<file path="config.mk">
export PLATFORM = sky130hd
export DESIGN_NAME = byte2pixel_rgb888_2lane
export DESIGN_NICKNAME = d
export VERILOG_FILES = /design/src/rtl/byte2pixel_rgb888_2lane.sv
export SDC_FILE = /design/constraint.sdc
export NUM_CORES = 1
export LEC_CHECK = 0
export CAP_MARGIN = 5
export CORE_UTILIZATION = 30
export DETAILED_ROUTE_END_ITERATION = 8
export REMOVE_ABC_BUFFERS = 1
export SETUP_SLACK_MARGIN = 0.15
export SLEW_MARGIN = 20
export SYNTH_ARGS = -nofsm -noshare
export SYNTH_HDL_FRONTEND = slang
export SYNTH_SLANG_ARGS = --single-unit
</file>
<file path="constraint.sdc">
create_clock -name clk -period 6.2 [get_ports clk]
set_input_delay 1.86 -clock clk [delete_from_list [all_inputs] [get_ports clk]]
set_output_delay 1.86 -clock clk [all_outputs]
set_load 0.05 [all_outputs]
</file>
<file path="src/rtl/byte2pixel_rgb888_2lane.sv">
// byte2pixel_rgb888_2lane
// Regroups a 2-lane (16-bit per clock) long-packet payload into 24-bit RGB888
// pixels with line_start/line_end markers. Non-RGB888 packets are consumed
// and discarded. Everything runs in the byte clock domain.
module byte2pixel_rgb888_2lane #(
  parameter logic [5:0] DT_RGB888 = 6'h24,
  parameter int         WC_W      = 16
) (
  input  logic            clk,
  input  logic            reset_n,
  input  logic            pkt_start,
  input  logic [5:0]      dt,
  input  logic [WC_W-1:0] wc,
  input  logic            payload_en,
  input  logic [15:0]     payload,
  output logic [23:0]     pixel_data,
  output logic            pixel_valid,
  output logic            line_start,
  output logic            line_end,
  output logic            err_wc,
  output logic            err_trunc
);

  typedef enum logic [1:0] {
    S_IDLE   = 2'd0,
    S_ACTIVE = 2'd1,
    S_DROP   = 2'd2
  } state_t;

  localparam logic [WC_W-1:0] WC_TWO   = WC_W'(2);
  localparam logic [WC_W-1:0] WC_THREE = WC_W'(3);

  state_t          state_q, state_d;
  logic [WC_W-1:0] remaining_q, remaining_d;
  logic [1:0]      phase_q, phase_d;
  logic [15:0]     hold_q, hold_d;
  logic            first_q, first_d;
  logic [23:0]     pixel_data_q, pixel_data_d;
  logic            pixel_valid_q, pixel_valid_d;
  logic            line_start_q, line_start_d;
  logic            line_end_q, line_end_d;
  logic            err_wc_q, err_wc_d;
  logic            err_trunc_q, err_trunc_d;

  logic            wc_ok;
  logic [WC_W-1:0] rem_after;
  logic            emit;

  // A valid RGB888 line must carry a whole, non-zero number of pixels.
  assign wc_ok = (wc != '0) && ((wc % WC_THREE) == '0);

  // A beat consumes two bytes, or only lane0 when one byte is left.
  assign rem_after = (remaining_q >= WC_TWO) ? (remaining_q - WC_TWO) : '0;

  // Next-state: header handling has priority over payload; gearbox in ACTIVE.
  always_comb begin
    state_d       = state_q;
    remaining_d   = remaining_q;
    phase_d       = phase_q;
    hold_d        = hold_q;
    first_d       = first_q;
    pixel_data_d  = pixel_data_q;
    pixel_valid_d = 1'b0;
    line_start_d  = 1'b0;
    line_end_d    = 1'b0;
    err_wc_d      = 1'b0;
    err_trunc_d   = 1'b0;
    emit          = 1'b0;

    if (pkt_start) begin
      remaining_d = wc;
      phase_d     = 2'd0;
      hold_d      = '0;
      first_d     = 1'b1;
      err_trunc_d = (state_q != S_IDLE) && (remaining_q != '0);
      if (dt == DT_RGB888) begin
        err_wc_d = !wc_ok;
        state_d  = wc_ok ? S_ACTIVE : ((wc == '0) ? S_IDLE : S_DROP);
      end else begin
        state_d  = (wc == '0) ? S_IDLE : S_DROP;
      end
    end else if (payload_en && (state_q != S_IDLE)) begin
      remaining_d = rem_after;
      if (rem_after == '0) begin
        state_d = S_IDLE;
      end
      if (state_q == S_ACTIVE) begin
        // Stream order per pixel is B,G,R; the hold register keeps the
        // bytes of a pixel that straddles two beats.
        case (phase_q)
          2'd0: begin
            hold_d  = payload;
            phase_d = 2'd1;
          end
          2'd1: begin
            pixel_data_d = {payload[7:0], hold_q[15:8], hold_q[7:0]};
            hold_d       = {8'h00, payload[15:8]};
            phase_d      = 2'd2;
            emit         = 1'b1;
          end
          default: begin
            pixel_data_d = {payload[15:8], payload[7:0], hold_q[7:0]};
            phase_d      = 2'd0;
            emit         = 1'b1;
          end
        endcase
        if (emit) begin
          pixel_valid_d = 1'b1;
          line_start_d  = first_q;
          first_d       = 1'b0;
          line_end_d    = (rem_after == '0);
        end
      end
    end
  end

  // State and registered outputs; asynchronous reset clears everything.
  always_ff @(posedge clk or negedge reset_n) begin
    if (!reset_n) begin
      state_q       <= S_IDLE;
      remaining_q   <= '0;
      phase_q       <= 2'd0;
      hold_q        <= '0;
      first_q       <= 1'b0;
      pixel_data_q  <= '0;
      pixel_valid_q <= 1'b0;
      line_start_q  <= 1'b0;
      line_end_q    <= 1'b0;
      err_wc_q      <= 1'b0;
      err_trunc_q   <= 1'b0;
    end else begin
      state_q       <= state_d;
      remaining_q   <= remaining_d;
      phase_q       <= phase_d;
      hold_q        <= hold_d;
      first_q       <= first_d;
      pixel_data_q  <= pixel_data_d;
      pixel_valid_q <= pixel_valid_d;
      line_start_q  <= line_start_d;
      line_end_q    <= line_end_d;
      err_wc_q      <= err_wc_d;
      err_trunc_q   <= err_trunc_d;
    end
  end

  assign pixel_data  = pixel_data_q;
  assign pixel_valid = pixel_valid_q;
  assign line_start  = line_start_q;
  assign line_end    = line_end_q;
  assign err_wc      = err_wc_q;
  assign err_trunc   = err_trunc_q;

endmodule

</file>
==> impl_metrics.yaml <==
min_path:
  min_delay_path_depth: 2
  hold_class: "flip-flop to flip-flop"
  holdCritStartpoint: "hold_q[1]"
global_route:
  grt_usage_pct: 16.01
  grt_pass1_vias: 4127
  grt_pass1_wl_mm: 19.42
  antenna_found_initial: 0
  grt_overflow_total: 0
  grt_max_degree: 42
synthesis:
  ys_ff_latch: 66
  synth_edf_count: 0
  synth_area_um2: 4323
  avgSynthCellArea_um2: 8.110
  synth_warnings: 0
  seq_area_frac_synth_pct: 38.21
  synth_cell_types: 67
  async_flop_share_pct: 100.0
  syn-instance-count: 533
  yosys_most_used_dff: "dfrtp_1"
clock_network:
  cts_htree_levels: 3
  clk_latency_ns: 0.32
  cts_tree: "built"
  cts.sinks: 66
  cts.root.buffer_cell: "clkbuf_16"
  path_clk_slew_ns: 0.05
  cts.path.max_buffers: 2
  holdBufCountCts: 0
  cts_inserted_buffers: 9
critical_path:
  crit_required_ns: 6.40
  regToRegStartpoint: "remaining_q[8]"
  crit_start: "wc[11]"
  reg2regPathDepth: 9
  path_max_fanout: 5
  critPathArrivalTime_ns: 5.95
  cp-end-kind: "flip-flop"
  crit_type: "input port to flip-flop"
  start_kind: "input port"
placement:
  place_area_um2: 5336
  io_buffers: 70
  dp_hpwl_mm: 8.129
  gp_congestion: 0.9402
power_and_ir_drop:
  p_total_mw: 1.227
  vdd_drop_max_v: 0.00009282
  p_leak_nw: 2.376
  power_density_nw_per_um2: 211.6
sta:
  rsz0062_at_grt: "no"
  slew_headroom_pct: 36.83
  tightest_slew_ns: 0.9441
  finalSetupViolCount: 0
  finClkSkew_ns: 0.003724
  hold_viol_final: 0
  layout_min_cycle_time_ns: 5.751
  report.final.slew_viol_count: 0
  min_period_over_period_pct: 92.76
  fmax_ghz: 0.1739
drt:
  top_layer: "met4"
  wl_met3_um: 612
  wirelength_mm: 11.62
  drt_iter0_drc: 279
  wl_met1_mm: 5.321
  first_pass_iters: 5
  wire_per_inst_um: 14.47
  drc: 0
  dr_wl_met2_mm: 5.557
  vias_per_cell: 5.308
  ant_nets: 0
  num_vias: 4262
floorplan:
  fp.dieH_um: 122.0
  die_area_um2: 14890
  boundaryPins: 71
  initial_core_util_pct: 30.90
  fp.coreArea_um2: 13990
  fp.dieW_um: 122.0
  rows: 43
layout:
  fill_cells: 1414
  layout.nets: 663
  multi_input_area_um2: 2551
  final_common_cell: "nand2_1"
  fin_area_um2: 5796
  regArea_um2: 1652
  post_route_cells_drive_above_1_share_pct: 15.41
  area_growth_pct: 34.07
  final_cell_mix: "nand2_1 (84), dfrtp_1 (66), clkdlybuf4s50_1 (63)"
  diodes: 0
outcome:
  outcome: "complete, no violations"
flow_run:
  drv_cap: 0
-- where the power goes --
group / switching, mW / total (mW) / internal (mW)
Combinational: 0.143 / 0.269 / 0.126
Clock: 0.180 / 0.501 / 0.320
Sequential: 0.0141 / 0.457 / 0.443
-- metrics by stage --
step	hold slack [ns]	std cells	worst slack [ns]	utilization, %	setup TNS, ns
finish	0.4679	803	0.4487	41.43	0
global route	0.4927	803	0.1729	41.43	0
CTS	0.4684	799	0.1697	40.52	0
detailed placement	0.4532	782	-0.4738	38.15	-1.304
global placement	0.4556	782	-0.1577	38.15	-0.3930
floorplan	0.4394	497	0.1536	-	0
-- flip-flops by register name, summed over array words and instances (netlist names) --
signal,cells
err_trunc,1
first_q,1
pixel_data,24
err_wc,1
line_end,1
state_q,2
pixel_valid,1
phase_q,2
line_start,1
remaining_q,16
hold_q,16
-- metal layers --
| metal | vias to the layer above | GRT usage, % |
|---|---|---|
| met2 | 139 | 27.37 |
| met5 | - | 0 |
| met4 | 0 | 4.707 |
| met3 | 15 | 2.341 |
| met1 | 2019 | 20.77 |
| li1 | 2089 | - |
-- cell type report --
| cell class | count | share of cell area, % |
|---|---|---|
| Clock buffer | 11 | 4.188 |
| Multi-Input combinational cell | 414 | 44.02 |
| Inverter | 17 | 1.101 |
| Sequential cell | 66 | 28.50 |
| Timing Repair Buffer | 110 | 17.38 |
| Clock inverter | 5 | 0.9283 |
| Tap cell | 180 | 3.886 |
-- timing repair --
item,4_1_cts,5_1_grt
setup buffers,1,2
pin swaps,1,12
setup endpoints to repair,3,3
gates resized for setup,10,30
gates cloned,0,2
-- critical path: stages --
cell,delay (ns)
dlymetal6s2s_1,0.21
buf_4,0.18
xnor2_1,0.26
o31ai_1,0.12
a31oi_1,0.21
a211oi_2,0.07
clkdlybuf4s15_2,0.24
nand4_1,0.10
o211ai_1,0.13
o32a_2,0.37
nand2_1,0.09
o311ai_2,0.11
o32ai_2,0.30
inv_1,0.07
ha_2,0.20
nor3_4,0.16
o211ai_1,0.13
o21ai_1,0.12
ha_2,0.25
buf_4,0.13
nor2b_1,0.13
a32oi_1,0.08
a211oi_2,0.34
o31ai_1,0.10
-- synth_stat cells, types with 3 or more instances --
cell type	number	share of area, %
o31ai_1	3	0.52
a211oi_2	3	0.87
o21a_1	3	0.52
nor3b_1	6	1.0
mux2i_1	11	2.5
nor2_1	38	3.3
a211oi_1	13	2.3
a21oi_1	41	4.7
buf_2	3	0.35
o21ai_0	44	5.1
nand3b_1	4	0.69
nand2b_1	4	0.58
nand3_1	18	2.1
a31oi_1	6	0.87
clkbuf_1	27	2.3
o32a_1	3	0.69
a211o_1	4	0.81
xnor2_1	5	1.0
inv_1	17	1.5
nand2_1	84	7.3
a22oi_1	4	0.69
xor2_1	4	0.81
or2_2	3	0.43
and2_1	9	1.3
nand4b_1	5	1.0
nor3_1	32	3.7
or3_1	10	1.4
ha_1	3	0.87
nor2b_1	7	1.0
o211ai_1	4	0.69
nor4_1	5	0.72
dfrtp_1	66	38
-- kinds of logic after synthesis --
| kind of cell | after synthesis | share of synthesized area (%) |
|---|---|---|
| buffers and inverters | 53 | 5.470 |
| adders and majority gates | 3 | 0.8684 |
| DFF | 66 | 38.21 |
| and+or+nand+nor | 242 | 28.34 |
| muxes | 12 | 2.808 |
| AOI/OAI and AO/OA | 148 | 22.49 |
| xor gates and xnor gates | 9 | 1.823 |
-- worst paths after layout --
| path | to | slack, ns |
|---|---|---|
| worst max-delay path | state_q[1] | 0.45 |
| worst min-delay path | pixel_data[1] | 0.47 |
| worst max register to register | remaining_q[11] | 3.21 |
| worst min register to register | pixel_data[1] | 0.47 |
| max in group asynchronous | pixel_data[1] | 3.71 |
| min in group asynchronous | pixel_data[16] | 1.54 |
No activity file was read; power rests on OpenSTA's default activity.
